**config.mk**
```make
export PLATFORM = sky130hd
export DESIGN_NAME = elevator_scan_controller
export DESIGN_NICKNAME = d
export VERILOG_FILES = /design/src/rtl/elevator_scan_controller.sv
export SDC_FILE = /design/constraint.sdc
export NUM_CORES = 1
export LEC_CHECK = 0
export CORE_MARGIN = 2
export CORE_UTILIZATION = 30
export DETAILED_ROUTE_END_ITERATION = 8
export GPL_TIMING_DRIVEN = 0
export SLEW_MARGIN = 20
export SYNTH_ARGS = -nofsm -noshare
export SYNTH_HDL_FRONTEND = slang
export SYNTH_SLANG_ARGS = --single-unit
```
**constraint.sdc**
```tcl
create_clock -name clk -period 3.1 [get_ports clk]
set_clock_uncertainty 0.1 [all_clocks]
set_input_delay 0.31 -clock clk [delete_from_list [all_inputs] [get_ports clk]]
set_output_delay 0.31 -clock clk [all_outputs]
set_load 0.03 [all_outputs]
```
**src/rtl/elevator_scan_controller.sv**
```systemverilog
// Single-car elevator controller with SCAN scheduling: latches calls, steps one floor
// every MOVE_CYCLES, stops at pending floors ahead and reverses only when none remain.
module elevator_scan_controller #(
  parameter int NUM_FLOORS  = 8,
  parameter int FLOOR_W     = $clog2(NUM_FLOORS),
  parameter int MOVE_CYCLES = 4,
  parameter int DOOR_CYCLES = 3
) (
  input  logic                  clk,
  input  logic                  rst,
  input  logic                  req_valid,
  input  logic [FLOOR_W-1:0]    req_floor,
  input  logic                  door_hold,
  output logic [FLOOR_W-1:0]    current_floor,
  output logic [FLOOR_W-1:0]    next_floor,
  output logic                  dir_up,
  output logic                  moving,
  output logic                  door_open,
  output logic                  arrived,
  output logic [NUM_FLOORS-1:0] pending
);

  typedef enum logic [1:0] {IDLE, MOVING, DOOR_OPEN} state_t;

  localparam int MT_W = (MOVE_CYCLES > 1) ? $clog2(MOVE_CYCLES) : 1;
  localparam int DT_W = (DOOR_CYCLES > 1) ? $clog2(DOOR_CYCLES) : 1;
  localparam logic [MT_W-1:0] MOVE_RELOAD = MT_W'(MOVE_CYCLES - 1);
  localparam logic [DT_W-1:0] DOOR_RELOAD = DT_W'(DOOR_CYCLES - 1);

  state_t                  state, state_nxt;
  logic [FLOOR_W-1:0]      floor_nxt;
  logic                    dir_nxt;
  logic [NUM_FLOORS-1:0]   pending_nxt;
  logic                    arrived_nxt;
  logic [MT_W-1:0]         step_timer, step_nxt;
  logic [DT_W-1:0]         door_timer, door_nxt;

  logic                    req_ok;
  logic                    cur_call;
  logic                    step_hit;
  logic                    ahead;
  logic                    behind;
  logic [FLOOR_W-1:0]      step_floor;
  logic [NUM_FLOORS-1:0]   req_mask, cur_mask, step_mask;
  logic [NUM_FLOORS-1:0]   above_mask, below_mask;
  logic [NUM_FLOORS-1:0]   set_mask, clr_mask;

  // Call decode and SCAN look-ahead, all from registered state.
  always_comb begin
    for (int i = 0; i < NUM_FLOORS; i++) begin
      above_mask[i] = (i > int'(current_floor));
      below_mask[i] = (i < int'(current_floor));
    end
    req_ok     = req_valid && (int'(req_floor) < NUM_FLOORS);
    req_mask   = req_ok ? (NUM_FLOORS'(1) << req_floor) : '0;
    cur_call   = req_ok && (req_floor == current_floor);
    step_floor = dir_up ? current_floor + FLOOR_W'(1) : current_floor - FLOOR_W'(1);
    cur_mask   = NUM_FLOORS'(1) << current_floor;
    step_mask  = NUM_FLOORS'(1) << step_floor;
    // A call landing on the same edge as the step still counts for the new floor.
    step_hit   = pending[step_floor] || (req_ok && (req_floor == step_floor));
    ahead      = |(pending & (dir_up ? above_mask : below_mask));
    behind     = |(pending & (dir_up ? below_mask : above_mask));
  end

  // NOTE: sequential state uses non-blocking assignments only, so every register
  // samples the values from before the edge regardless of statement order.
  always_ff @(posedge clk or negedge rst) begin
    if (!rst) begin
      state         <= IDLE;
      current_floor <= '0;
      dir_up        <= 1'b1;
      pending       <= '0;
      arrived       <= 1'b0;
      step_timer    <= '0;
      door_timer    <= '0;
    end else begin
      state         <= state_nxt;
      current_floor <= floor_nxt;
      dir_up        <= dir_nxt;
      pending       <= pending_nxt;
      arrived       <= arrived_nxt;
      step_timer    <= step_nxt;
      door_timer    <= door_nxt;
    end
  end

  // NOTE: every signal driven here gets a default first, so no path can infer a latch.
  always_comb begin
    state_nxt   = state;
    floor_nxt   = current_floor;
    dir_nxt     = dir_up;
    step_nxt    = step_timer;
    door_nxt    = door_timer;
    arrived_nxt = 1'b0;
    set_mask    = req_mask;
    clr_mask    = '0;
    case (state)
      IDLE: begin
        if (pending[current_floor]) begin
          state_nxt   = DOOR_OPEN;
          door_nxt    = DOOR_RELOAD;
          arrived_nxt = 1'b1;
          clr_mask    = cur_mask;
        end else if (ahead) begin
          state_nxt = MOVING;
          step_nxt  = MOVE_RELOAD;
        end else if (behind) begin
          dir_nxt   = ~dir_up;
          state_nxt = MOVING;
          step_nxt  = MOVE_RELOAD;
        end
      end
      MOVING: begin
        if (step_timer != '0) begin
          step_nxt = step_timer - MT_W'(1);
        end else begin
          floor_nxt = step_floor;
          if (step_hit) begin
            state_nxt   = DOOR_OPEN;
            door_nxt    = DOOR_RELOAD;
            arrived_nxt = 1'b1;
            clr_mask    = step_mask;
          end else begin
            step_nxt = MOVE_RELOAD;
          end
        end
      end
      DOOR_OPEN: begin
        // A call for the floor we are standing at just keeps the door open.
        if (cur_call) set_mask = '0;
        if (door_hold || cur_call) begin
          door_nxt = DOOR_RELOAD;
        end else if (door_timer != '0) begin
          door_nxt = door_timer - DT_W'(1);
        end else if (ahead) begin
          state_nxt = MOVING;
          step_nxt  = MOVE_RELOAD;
        end else if (behind) begin
          dir_nxt   = ~dir_up;
          state_nxt = MOVING;
          step_nxt  = MOVE_RELOAD;
        end else begin
          state_nxt = IDLE;
        end
      end
      default: state_nxt = IDLE;
    endcase
    pending_nxt = (pending | set_mask) & ~clr_mask;
  end

  always_comb begin
    moving     = (state == MOVING);
    door_open  = (state == DOOR_OPEN);
    next_floor = (state == MOVING) ? step_floor : current_floor;
  end

endmodule

```
==> metrics <==
width of the die 79.9 um; most frequent cells in the layout clkdlybuf4s50_1 (21), nand2_1 (20), dfrtp_1 (18); Yosys Warn Count 0; # DRC 0; Filler cells 575; root buf cell clkbuf_8; Crit Path Category register to register; DRT Pass-1 Iters 5; Via density 5.76; io pins 25; # diodes 0; Storage cell area 477 um^2; DR iter-0 viols 174; Port Buf Inserts 23; clock slew at reported path FFs 0.08 ns; grt ovf 0; worst vdd rail ir drop 479 uV; initial antenna violation count 0; ys flop type dfrtp_1; CTS sink cnt 19; Fin Setup TNS 0 ns; Inserted Clock Buffers 3; CP required 3.13 ns; CP Capture Type register; slowest stage cell, crit path dfrtp_1; layout cells sized above 1 0.136; maxcap violations 0; overall power 0.00235 W; row count 27; hold crit path type register to register; crit-path max FO 8; Die Height 79.9 um; post-route minimum period 2.97 ns; CP Launch Type register; average cell area after synthesis 8.48 um^2; synthesized flop and latch total 19; hold depth 1; fin. max-slew vios 0; worst-margin pin slew 0.893 ns; Vias 1767; gpl congestion 0.867; WP data arrival 3.00 ns; EDFF count, synth 0; Highest Clock Rate 336 MHz; crit-path cells buf_4, inv_2, ha_1, a211o_1, o211ai_1, a22o_1, nor4_1, nand3_1, o21ai_0, a211oi_1; commonest non-fill, non-tap cell in the layout clkdlybuf4s50_1; Synth Cell Area 0.00173 mm^2; Cells after Synth 204; nets 252; status finished, final reports clean; area occupied by multi-input gates 0.00116 mm^2; # setup viols final 0; Hold WS 0.395 ns; DR WL/cell 16.8 um; Core Area 0.00554 mm^2; asr flop ratio synth 1.00; Worst path max stage delay 0.42 ns; post-route antenna net violation count 0; clk buf depth 2; PwrDens 1090 mW/mm^2; Post-DP Area 0.00205 mm^2; Hold Vio Cnt, Final 0; first-pass GRT wire length 8310 um; hpwl dp 3740 um; Die ar. 0.00639 mm^2; vias in the first global route 1611; H-Tree Level Count 1; GRT Util Overall 0.167; crit share post-route 0.959; syn_nets 220; pin count of the biggest net entering global routing 20; Seq/Total Area, Yosys 0.276; CTS tree done; non-filler cells, final 307; Initial Util 0.312; library cells used by synthesis 51; Lkg Pwr 0.914 nW; dpl cells 299; Routed WL 5160 um; Worst-Skew Late Latency 0.26 ns; final instance area 0.00215 mm^2; Slew HR 0.403; synth-to-layout area growth 24.6%; R2R cell count 10
## worst max-delay path, delay by kind of cell (launching register included)
| kind | cells | cell delay (ns) |
|---|---|---|
| fa+ha+maj | 1 | 0.40 |
| buf+inv | 2 | 0.38 |
| compound gates | 5 | 0.93 |
| simple gates | 2 | 0.59 |
| flops | 1 | 0.42 |
## Yosys cell counts (3+ instances only)
| library cell | number | area, um^2 |
|---|---|---|
| a21oi_1 | 13 | 65.1 |
| nor3_1 | 3 | 15.0 |
| o31ai_1 | 5 | 37.5 |
| a21o_1 | 3 | 22.5 |
| inv_1 | 9 | 33.8 |
| and3_1 | 4 | 25.0 |
| o21ai_0 | 12 | 60.1 |
| nand3_1 | 6 | 30.0 |
| xnor2_1 | 7 | 61.3 |
| mux2i_1 | 5 | 50.1 |
| a311oi_1 | 3 | 26.3 |
| nor2b_1 | 5 | 31.3 |
| nand4_1 | 3 | 18.8 |
| dfrtp_1 | 18 | 450 |
| mux4_2 | 3 | 67.6 |
| ha_1 | 9 | 113 |
| buf_4 | 5 | 37.5 |
| clkbuf_1 | 3 | 11.3 |
| nand2b_1 | 9 | 56.3 |
| nand2_1 | 20 | 75.1 |
| a31oi_1 | 3 | 18.8 |
| buf_2 | 5 | 25.0 |
| a211oi_1 | 5 | 37.5 |
| nor2_1 | 14 | 52.6 |
## cells by family after synthesis
group / share of synthesized area
buf+inv: 0.0666
xor+xnor: 0.0579
mux: 0.0767
fa+ha+maj: 0.0651
flops: 0.276
simple gates: 0.223
compound gates: 0.235
## power breakdown
part / internal, W / switching, W
combinational: 0.000713 / 0.000984
clock: 0.0000894 / 0.0000871
sequential: 0.000344 / 0.000131
## stage by stage
| step | worst slack [ns] | utilization |
|---|---|---|
| final | 0.127 | 0.389 |
| after global routing | -0.0129 | 0.389 |
| after CTS | 0.0357 | 0.380 |
| after detailed placement | -0.113 | 0.370 |
| after global placement | -0.0989 | 0.370 |
| after floorplan | 0.153 | - |
## per-layer routing
metal | vias to the layer above | global-route usage | wire (um)
li1 | 807 | - | -
met1 | 844 | 0.257 | 2370
met2 | 109 | 0.236 | 2270
met3 | 7 | 0.0226 | 454
met4 | 0 | 0.0559 | 59
met5 | - | 0 | 0
## repair_timing
action / CTS / global route
buffers inserted: 0 / 4
pin swaps: 0 / 1
endpoints found under the setup margin: 5 / 9
hold endpoints to repair: 0 / 0
hold buffers: 0 / 0
gates resized for setup: 5 / 4
## area by class of cell
cell class,instances,share of cell area
Clock inverter,1,0.00232
Timing Repair Buffer,27,0.120
Tap cell,72,0.0418
Buffer,13,0.0360
Clock buffer,3,0.0192
Sequential cell,19,0.221
Multi-Input combinational cell,161,0.539
Inverter,11,0.0209
## worst paths after layout
path	startpoint	endpoint	slack, ns
max in group asynchronous	rst	step_timer[0]$_DFFE_PN0P_	1.90
worst max-delay path	current_floor[0]$_DFFE_PN0P_	step_timer[1]$_DFFE_PN0P_	0.13
worst max register to register	current_floor[0]$_DFFE_PN0P_	step_timer[1]$_DFFE_PN0P_	0.13
worst min register to register	step_timer[0]$_DFFE_PN0P_	step_timer[0]$_DFFE_PN0P_	0.39
worst min-delay path	step_timer[0]$_DFFE_PN0P_	step_timer[0]$_DFFE_PN0P_	0.39
min in group asynchronous	rst	door_timer[0]$_DFFE_PN0P_	0.45
## registers in the layout (all words and copies together), names as in the netlist
register,flops
pending,8
current_floor,3
state,2
step_timer,2
arrived,1
dir_up,1
door_timer,2
(Power assumes the default switching activity.)
